**config.mk**
```make
export PLATFORM = sky130hd
export DESIGN_NAME = cpu_sequencer_flat
export DESIGN_NICKNAME = d
export VERILOG_FILES = /design/src/rtl/cpu_sequencer_if.sv /design/src/rtl/cpu_sequencer.sv /design/src/flat_wrapper.sv
export SDC_FILE = /design/constraint.sdc
export NUM_CORES = 1
export LEC_CHECK = 0
export CORE_UTILIZATION = 55
export DETAILED_ROUTE_END_ITERATION = 6
export DONT_BUFFER_PORTS = 1
export HOLD_SLACK_MARGIN = 0.1
export PLACE_DENSITY_LB_ADDON = 0.12
export SLEW_MARGIN = 25
export SYNTH_ARGS = -nofsm -noshare
export SYNTH_HDL_FRONTEND = slang
export SYNTH_SLANG_ARGS = --single-unit
```
**constraint.sdc**
```tcl
create_clock -name clk_i -period 6.6 [get_ports clk_i]
set_clock_uncertainty 0.1 [all_clocks]
set_input_delay 1.65 -clock clk_i [delete_from_list [all_inputs] [get_ports clk_i]]
set_output_delay 1.65 -clock clk_i [all_outputs]
set_load 0.01 [all_outputs]
```
**src/rtl/cpu_sequencer_if.sv**
```systemverilog
// Memory bus between the RV32I control sequencer and the shared instruction/data memory.
// The sequencer drives the master side; memory or a testbench drives the slave side.
interface cpu_sequencer_if;
  logic        bus_req;
  logic        bus_we;
  logic [31:0] bus_addr;
  logic        bus_ack;
  logic [31:0] bus_rdata;

  modport master (
    output bus_req,
    output bus_we,
    output bus_addr,
    input  bus_ack,
    input  bus_rdata
  );

  modport slave (
    input  bus_req,
    input  bus_we,
    input  bus_addr,
    output bus_ack,
    output bus_rdata
  );
endinterface

```
**src/rtl/cpu_sequencer.sv**
```systemverilog
// Multi-cycle control FSM for the RV32I core: fetch over the shared bus into the
// instruction register, decode, optional data access, writeback and PC update.
// Optional feature macro: CPU_SEQ_TIMEOUT_EN adds an 8-bit bus wait counter that
// drops the request and parks the FSM in FAULT (sticky fault_o) when no ack arrives.
module cpu_sequencer #(
  parameter logic [31:0] RESET_PC       = 32'h0000_0000,
  parameter int          TIMEOUT_CYCLES = 255
) (
  input  logic                   clk_i,
  input  logic                   rst_ni,
  input  logic                   halt_i,
  cpu_sequencer_if.master        bus,
  output logic [31:0]            instr_o,
  output logic                   dec_en_o,
  input  logic [1:0]             dec_next_pc_sel_i,
  input  logic [31:0]            dec_addr_i,
  input  logic                   dec_addr_valid_i,
  input  logic                   dec_we_i,
  input  logic                   dec_reg_in_en_i,
  output logic                   rf_we_o,
  output logic [31:0]            pc_o,
  output logic [31:0]            load_data_o,
  output logic [2:0]             state_o,
  output logic                   fault_o
);

  typedef enum logic [2:0] {
    IDLE   = 3'd0,
    FETCH  = 3'd1,
    DECODE = 3'd2,
    MEM    = 3'd3,
    WB     = 3'd4,
    FAULT  = 3'd5
  } state_t;

  state_t      state_q;
  logic        bus_req_q;
  logic        bus_we_q;
  logic [31:0] bus_addr_q;
  logic [31:0] next_pc;

`ifdef CPU_SEQ_TIMEOUT_EN
  localparam logic [7:0] TIMEOUT_LAST = 8'(TIMEOUT_CYCLES - 1);
  logic [7:0] wait_cnt_q;
  logic       fault_q;
  assign fault_o = fault_q;
`else
  // Without the timeout feature the limit has no effect; keep it referenced.
  logic unused_timeout_cfg;
  assign unused_timeout_cfg = (TIMEOUT_CYCLES != 0);
  assign fault_o = 1'b0;
`endif

  assign bus.bus_req  = bus_req_q;
  assign bus.bus_we   = bus_we_q;
  assign bus.bus_addr = bus_addr_q;
  assign state_o      = state_q;

  // Next PC from the decoder's selection; 32-bit wrap-around is intended.
  always_comb begin
    next_pc = pc_o + 32'd4;
    case (dec_next_pc_sel_i)
      2'b01:   next_pc = pc_o + dec_addr_i;
      2'b11:   next_pc = dec_addr_i;
      default: next_pc = pc_o + 32'd4;
    endcase
  end

  // Sequencer FSM; every output is registered and set up on the transition into its state.
  always_ff @(posedge clk_i or negedge rst_ni) begin
    if (!rst_ni) begin
      state_q     <= IDLE;
      pc_o        <= RESET_PC;
      instr_o     <= 32'd0;
      load_data_o <= 32'd0;
      bus_req_q   <= 1'b0;
      bus_we_q    <= 1'b0;
      bus_addr_q  <= RESET_PC;
      dec_en_o    <= 1'b0;
      rf_we_o     <= 1'b0;
`ifdef CPU_SEQ_TIMEOUT_EN
      wait_cnt_q  <= 8'd0;
      fault_q     <= 1'b0;
`endif
    end else begin
      rf_we_o <= 1'b0;
      case (state_q)
        IDLE: begin
          if (!halt_i) begin
            state_q    <= FETCH;
            bus_req_q  <= 1'b1;
            bus_we_q   <= 1'b0;
            bus_addr_q <= pc_o;
`ifdef CPU_SEQ_TIMEOUT_EN
            wait_cnt_q <= 8'd0;
`endif
          end
        end

        FETCH: begin
          if (bus.bus_ack) begin
            instr_o   <= bus.bus_rdata;
            bus_req_q <= 1'b0;
            dec_en_o  <= 1'b1;
            state_q   <= DECODE;
          end
`ifdef CPU_SEQ_TIMEOUT_EN
          else if (wait_cnt_q == TIMEOUT_LAST) begin
            bus_req_q <= 1'b0;
            bus_we_q  <= 1'b0;
            fault_q   <= 1'b1;
            state_q   <= FAULT;
          end else begin
            wait_cnt_q <= wait_cnt_q + 8'd1;
          end
`endif
        end

        DECODE: begin
          if (dec_addr_valid_i) begin
            state_q    <= MEM;
            bus_req_q  <= 1'b1;
            bus_we_q   <= dec_we_i;
            bus_addr_q <= dec_addr_i;
`ifdef CPU_SEQ_TIMEOUT_EN
            wait_cnt_q <= 8'd0;
`endif
          end else begin
            state_q <= WB;
            rf_we_o <= dec_reg_in_en_i;
          end
        end

        MEM: begin
          if (bus.bus_ack) begin
            if (!bus_we_q) begin
              load_data_o <= bus.bus_rdata;
            end
            bus_req_q <= 1'b0;
            bus_we_q  <= 1'b0;
            rf_we_o   <= dec_reg_in_en_i;
            state_q   <= WB;
          end
`ifdef CPU_SEQ_TIMEOUT_EN
          else if (wait_cnt_q == TIMEOUT_LAST) begin
            bus_req_q <= 1'b0;
            bus_we_q  <= 1'b0;
            dec_en_o  <= 1'b0;
            fault_q   <= 1'b1;
            state_q   <= FAULT;
          end else begin
            wait_cnt_q <= wait_cnt_q + 8'd1;
          end
`endif
        end

        WB: begin
          pc_o     <= next_pc;
          dec_en_o <= 1'b0;
          if (halt_i) begin
            state_q <= IDLE;
          end else begin
            state_q    <= FETCH;
            bus_req_q  <= 1'b1;
            bus_we_q   <= 1'b0;
            bus_addr_q <= next_pc;
`ifdef CPU_SEQ_TIMEOUT_EN
            wait_cnt_q <= 8'd0;
`endif
          end
        end

        FAULT: begin
          state_q   <= FAULT;
          bus_req_q <= 1'b0;
          bus_we_q  <= 1'b0;
          dec_en_o  <= 1'b0;
        end

        default: begin
          state_q   <= IDLE;
          bus_req_q <= 1'b0;
          bus_we_q  <= 1'b0;
          dec_en_o  <= 1'b0;
        end
      endcase
    end
  end

endmodule

```
**src/flat_wrapper.sv**
```systemverilog
// flat-port wrapper written by rule: the top's interface ports become plain ports
module cpu_sequencer_flat 
#(
  parameter logic [31:0] RESET_PC       = 32'h0000_0000,
  parameter int          TIMEOUT_CYCLES = 255
)
  (clk_i, rst_ni, halt_i, instr_o, dec_en_o, dec_next_pc_sel_i, dec_addr_i, dec_addr_valid_i, dec_we_i, dec_reg_in_en_i, rf_we_o, pc_o, load_data_o, state_o, fault_o, bus_bus_req, bus_bus_we, bus_bus_addr, bus_bus_ack, bus_bus_rdata);
  cpu_sequencer_if bus_i ();
  input  logic clk_i;
  input  logic rst_ni;
  input  logic halt_i;
  output logic [31:0] instr_o;
  output logic dec_en_o;
  input  logic [1:0] dec_next_pc_sel_i;
  input  logic [31:0] dec_addr_i;
  input  logic dec_addr_valid_i;
  input  logic dec_we_i;
  input  logic dec_reg_in_en_i;
  output logic rf_we_o;
  output logic [31:0] pc_o;
  output logic [31:0] load_data_o;
  output logic [2:0] state_o;
  output logic fault_o;
  output wire logic [$bits(bus_i.bus_req)-1:0] bus_bus_req;
  output wire logic [$bits(bus_i.bus_we)-1:0] bus_bus_we;
  output wire logic [$bits(bus_i.bus_addr)-1:0] bus_bus_addr;
  input wire logic [$bits(bus_i.bus_ack)-1:0] bus_bus_ack;
  input wire logic [$bits(bus_i.bus_rdata)-1:0] bus_bus_rdata;
  assign bus_bus_req = bus_i.bus_req;
  assign bus_bus_we = bus_i.bus_we;
  assign bus_bus_addr = bus_i.bus_addr;
  assign bus_i.bus_ack = bus_bus_ack;
  assign bus_i.bus_rdata = bus_bus_rdata;
  cpu_sequencer #(.RESET_PC(RESET_PC), .TIMEOUT_CYCLES(TIMEOUT_CYCLES)) u_core (.clk_i(clk_i), .rst_ni(rst_ni), .halt_i(halt_i), .bus(bus_i), .instr_o(instr_o), .dec_en_o(dec_en_o), .dec_next_pc_sel_i(dec_next_pc_sel_i), .dec_addr_i(dec_addr_i), .dec_addr_valid_i(dec_addr_valid_i), .dec_we_i(dec_we_i), .dec_reg_in_en_i(dec_reg_in_en_i), .rf_we_o(rf_we_o), .pc_o(pc_o), .load_data_o(load_data_o), .state_o(state_o), .fault_o(fault_o));
endmodule
```
==> results.yml <==
routing:
  initialDrtViolationCount: 428
  m1WireLength_mm: 9.67
  route.met3.wl_mm: 2.06
  antenna_left: 0
  wl_mm: 23.8
  drt_first_pass_iters: 4
  via_per_inst: 6.56
  top_layer_used: "met4"
  met2WireLength_mm: 11.5
  avgRoutedWirePerCell_um: 21.7
  vias: 7208
  drc: 0
synth:
  seq_area_frac_synth_pct: 40.0
  netlist_area_um2: 8440
  synth.top_cells.by_area: "dfrtp_1 (40%), mux2_2 (8.7%), nand2_1 (5.4%)"
  async_flop_share_pct: 100
  synthCells: 928
  synth.top_cell.area_share_pct: 40.0
  yosysTopAreaCell: "dfrtp_1"
  synth_edf_count: 0
  synth_area_per_cell_um2: 9.10
  synthesis.nets: 1034
  synth_cell_types: 71
  ys_warn_count: 0
  ys_ff_latch: 135
  synthFlopType: "dfrtp_1"
min_path:
  whs_path_depth: 1
  whs_endpoint: "u_core.instr_o[8]"
  hold_path.class: "reg2reg"
  min-delay-start: "u_core.instr_o[8]"
floorplanning:
  row_count: 44
  die_w_um: 126
  die_area_um2: 15900
  core_um2: 14800
  die_h_um: 126
  pin_count: 209
  start_util_pct: 57.2
timing:
  rsz0062_at_grt: "false"
  worst_pin_slew_ns: 0.805
  slew_viol_final: 0
  hold_viol: 0
  setup-tns-final_ns: 0
  layout_min_cycle_time_ns: 3.90
  max_slew_margin_pct: 46.1
  clock.fmax_mhz: 256
  period_share_pct: 59.1
  setup_viol: 0
critical_path:
  cp_slowest_cell: "fa_1"
  crit_family: "compound AO/OA/AOI/OAI gates"
  worstSetupEndpointType: "flop"
  arrival_ns: 4.15
  r2r_cells: 10
  cp_cell_sequence: "ha_1 > fa_1 > a211oi_1 > o21ai_1 > a221oi_2 > o21ai_2 > a211oi_1 > xnor2_1 > nand2_1 > a21oi_1"
  crit_type: "in2reg"
  reg2reg_slack_ns: 3.39
  r2r_end: "u_core.bus.bus_addr[26]"
  path_buf_inv: 0
  cp.depth: 10
  crit_path_frequent_cell: "a211oi_1"
  slowest_delay_ns: 0.44
  worstPathRequired_ns: 6.85
  crit_path_start_kind: "input port"
  path_max_fanout: 4
  r2r-start: "u_core.pc_o[0]"
clocking:
  hold_buffers: 0
  cts.reportedPaths.clkPinSlew_ns: 0.06
  cts_tree: "built"
  clock_path_buffers: 2
  cts_htree_levels: 4
  clock_latency_ns: 0.43
  post-cts-setup-buffers: 0
  numCtsBuffers: 17
  root_buffer: "clkbuf_16"
  cts-resized-gates: 0
  clock_sinks: 135
pwr:
  vdd_drop_max_v: 0.000240
  p_per_area_nw_per_um2: 544
  finalPower_uw: 4960
  power_leakage_uw: 0.00385
finish:
  final_nets: 1008
  drive_above_1_share_pct: 13.9
  syn_to_final_growth_pct: 7.82
  insertedDiodeCount: 0
  layout_commonest_cell: "dfrtp_1"
  final_cell_mix: "dfrtp_1 (135), nand2_1 (122), nor2_1 (92), a21oi_1 (70), mux2_2 (65)"
placement:
  hpwlAfterDp_mm: 17.0
  gp_congestion: 0.951
  numPortBuffers: 0
job:
  maxCapViolCount: 0
global_routing:
  grt_pass1_vias: 7076
  antenna_found_initial: 0
  grt_pass1_wl_mm: 38.7
  grt_usage_pct: 31.1
  grt_overflow: 0
  grt_max_degree: 136
outcome:
  status: "finished clean"
==> cells in the mapped netlist (2+ instances only) <==
master      n
mux2i_1     7
dfrtp_1   135
buf_1       2
nand3_1    23
nor2_1     94
inv_1      11
buf_2      12
clkbuf_1   30
a21boi_1    2
o21ai_1     8
nand2_1   122
and2_1      8
a211oi_1    7
o22ai_1     5
o221a_2     2
a21oi_1    70
xnor2_1    35
a21o_1     10
nand2b_1    5
o31ai_1     3
clkbuf_2    4
o21ai_2     4
buf_4       4
a31oi_1    35
nor4_1      3
o21a_1      7
nand4_1    15
nor3b_1     4
nor2b_1     2
and3_1     15
ha_1       32
or3_1       7
o211ai_1   24
mux2_2     65
a22oi_1    10
and4_1      5
o21ai_0    41
nor3_1      4
xor2_1     17
o221ai_1    6
o21bai_1    3
==> metrics by stage <==
stage / setup slack [ns] / hold slack [ns] / area (um2) / util, % / instances
3_5_place_dp: 2.27 / 0.463 / 8530 / 57.8 / 1067
2_1_floorplan: 2.64 / 0.421 / 8440 / - / 928
3_3_place_gp: 2.34 / 0.460 / 8510 / 57.6 / 1066
6_report: 2.70 / 0.480 / 9100 / 61.7 / 1099
4_1_cts: 2.68 / 0.481 / 9100 / 61.7 / 1099
5_1_grt: 2.49 / 0.488 / 9100 / 61.7 / 1099
==> power breakdown <==
group	switching, uW	internal (uW)	leakage [uW]	total (uW)
Combinational	1180	949	0.00199	2130
Clock	409	505	0.000271	914
Sequential	668	1240	0.00159	1910
Total	2260	2700	0.00385	4960
==> per-layer routing <==
layer,global-route usage [%],vias up
met1,38.6,3514
met5,0,-
met2,51.8,327
met4,12.0,0
li1,-,3318
met3,8.33,49
==> worst max path at each step <==
| stage | startpoint | end |
|---|---|---|
| after detailed placement | dec_addr_i[0] | u_core.bus.bus_addr[26] |
| after floorplan | dec_addr_i[0] | u_core.bus.bus_addr[26] |
| after global routing | dec_addr_i[0] | u_core.bus.bus_addr[26] |
| final | dec_addr_i[0] | u_core.bus.bus_addr[26] |
| after global placement | dec_addr_i[0] | u_core.bus.bus_addr[30] |
| after CTS | dec_addr_i[0] | u_core.bus.bus_addr[26] |
==> state kept, by name, indices dropped and copies added (netlist names) <==
signal,cells
u_core.state_o,3
u_core.bus.bus_we,1
u_core.load_data_o,32
u_core.rf_we_o,1
u_core.instr_o,32
u_core.dec_en_o,1
u_core.pc_o,32
u_core.bus.bus_req,1
u_core.bus.bus_addr,32
==> cells by family after synthesis <==
family	Yosys count	synth area share, %
AO/OA/AOI/OAI	256	19.6
XOR/XNOR	52	5.39
adder cells (fa/ha/maj)	33	4.98
buffers and inverters	65	3.39
flip-flops	135	40.0
multiplexers	73	9.63
other	1	0.0444
AND/OR/NAND/NOR	313	16.9
==> cell type report <==
cell class,instances,area (um2)
clock inverter,14,131
fill,1264,5650
inverter,12,45.0
multi-input combinational,728,4800
sequential,135,3380
timing repair buffer,8,80.1
tap,184,230
clock buffer,18,439
==> worst register-to-register path, cell delays in order (launching register included) <==
cell and delay, ns:
dfrtp_1 0.48, ha_1 0.30, fa_1 0.44, a211oi_1 0.31
o21ai_1 0.17, a221oi_2 0.40, o21ai_2 0.22, a211oi_1 0.30
xnor2_1 0.16, nand2_1 0.09, a21oi_1 0.16
Power figures use the tool's default switching activity.
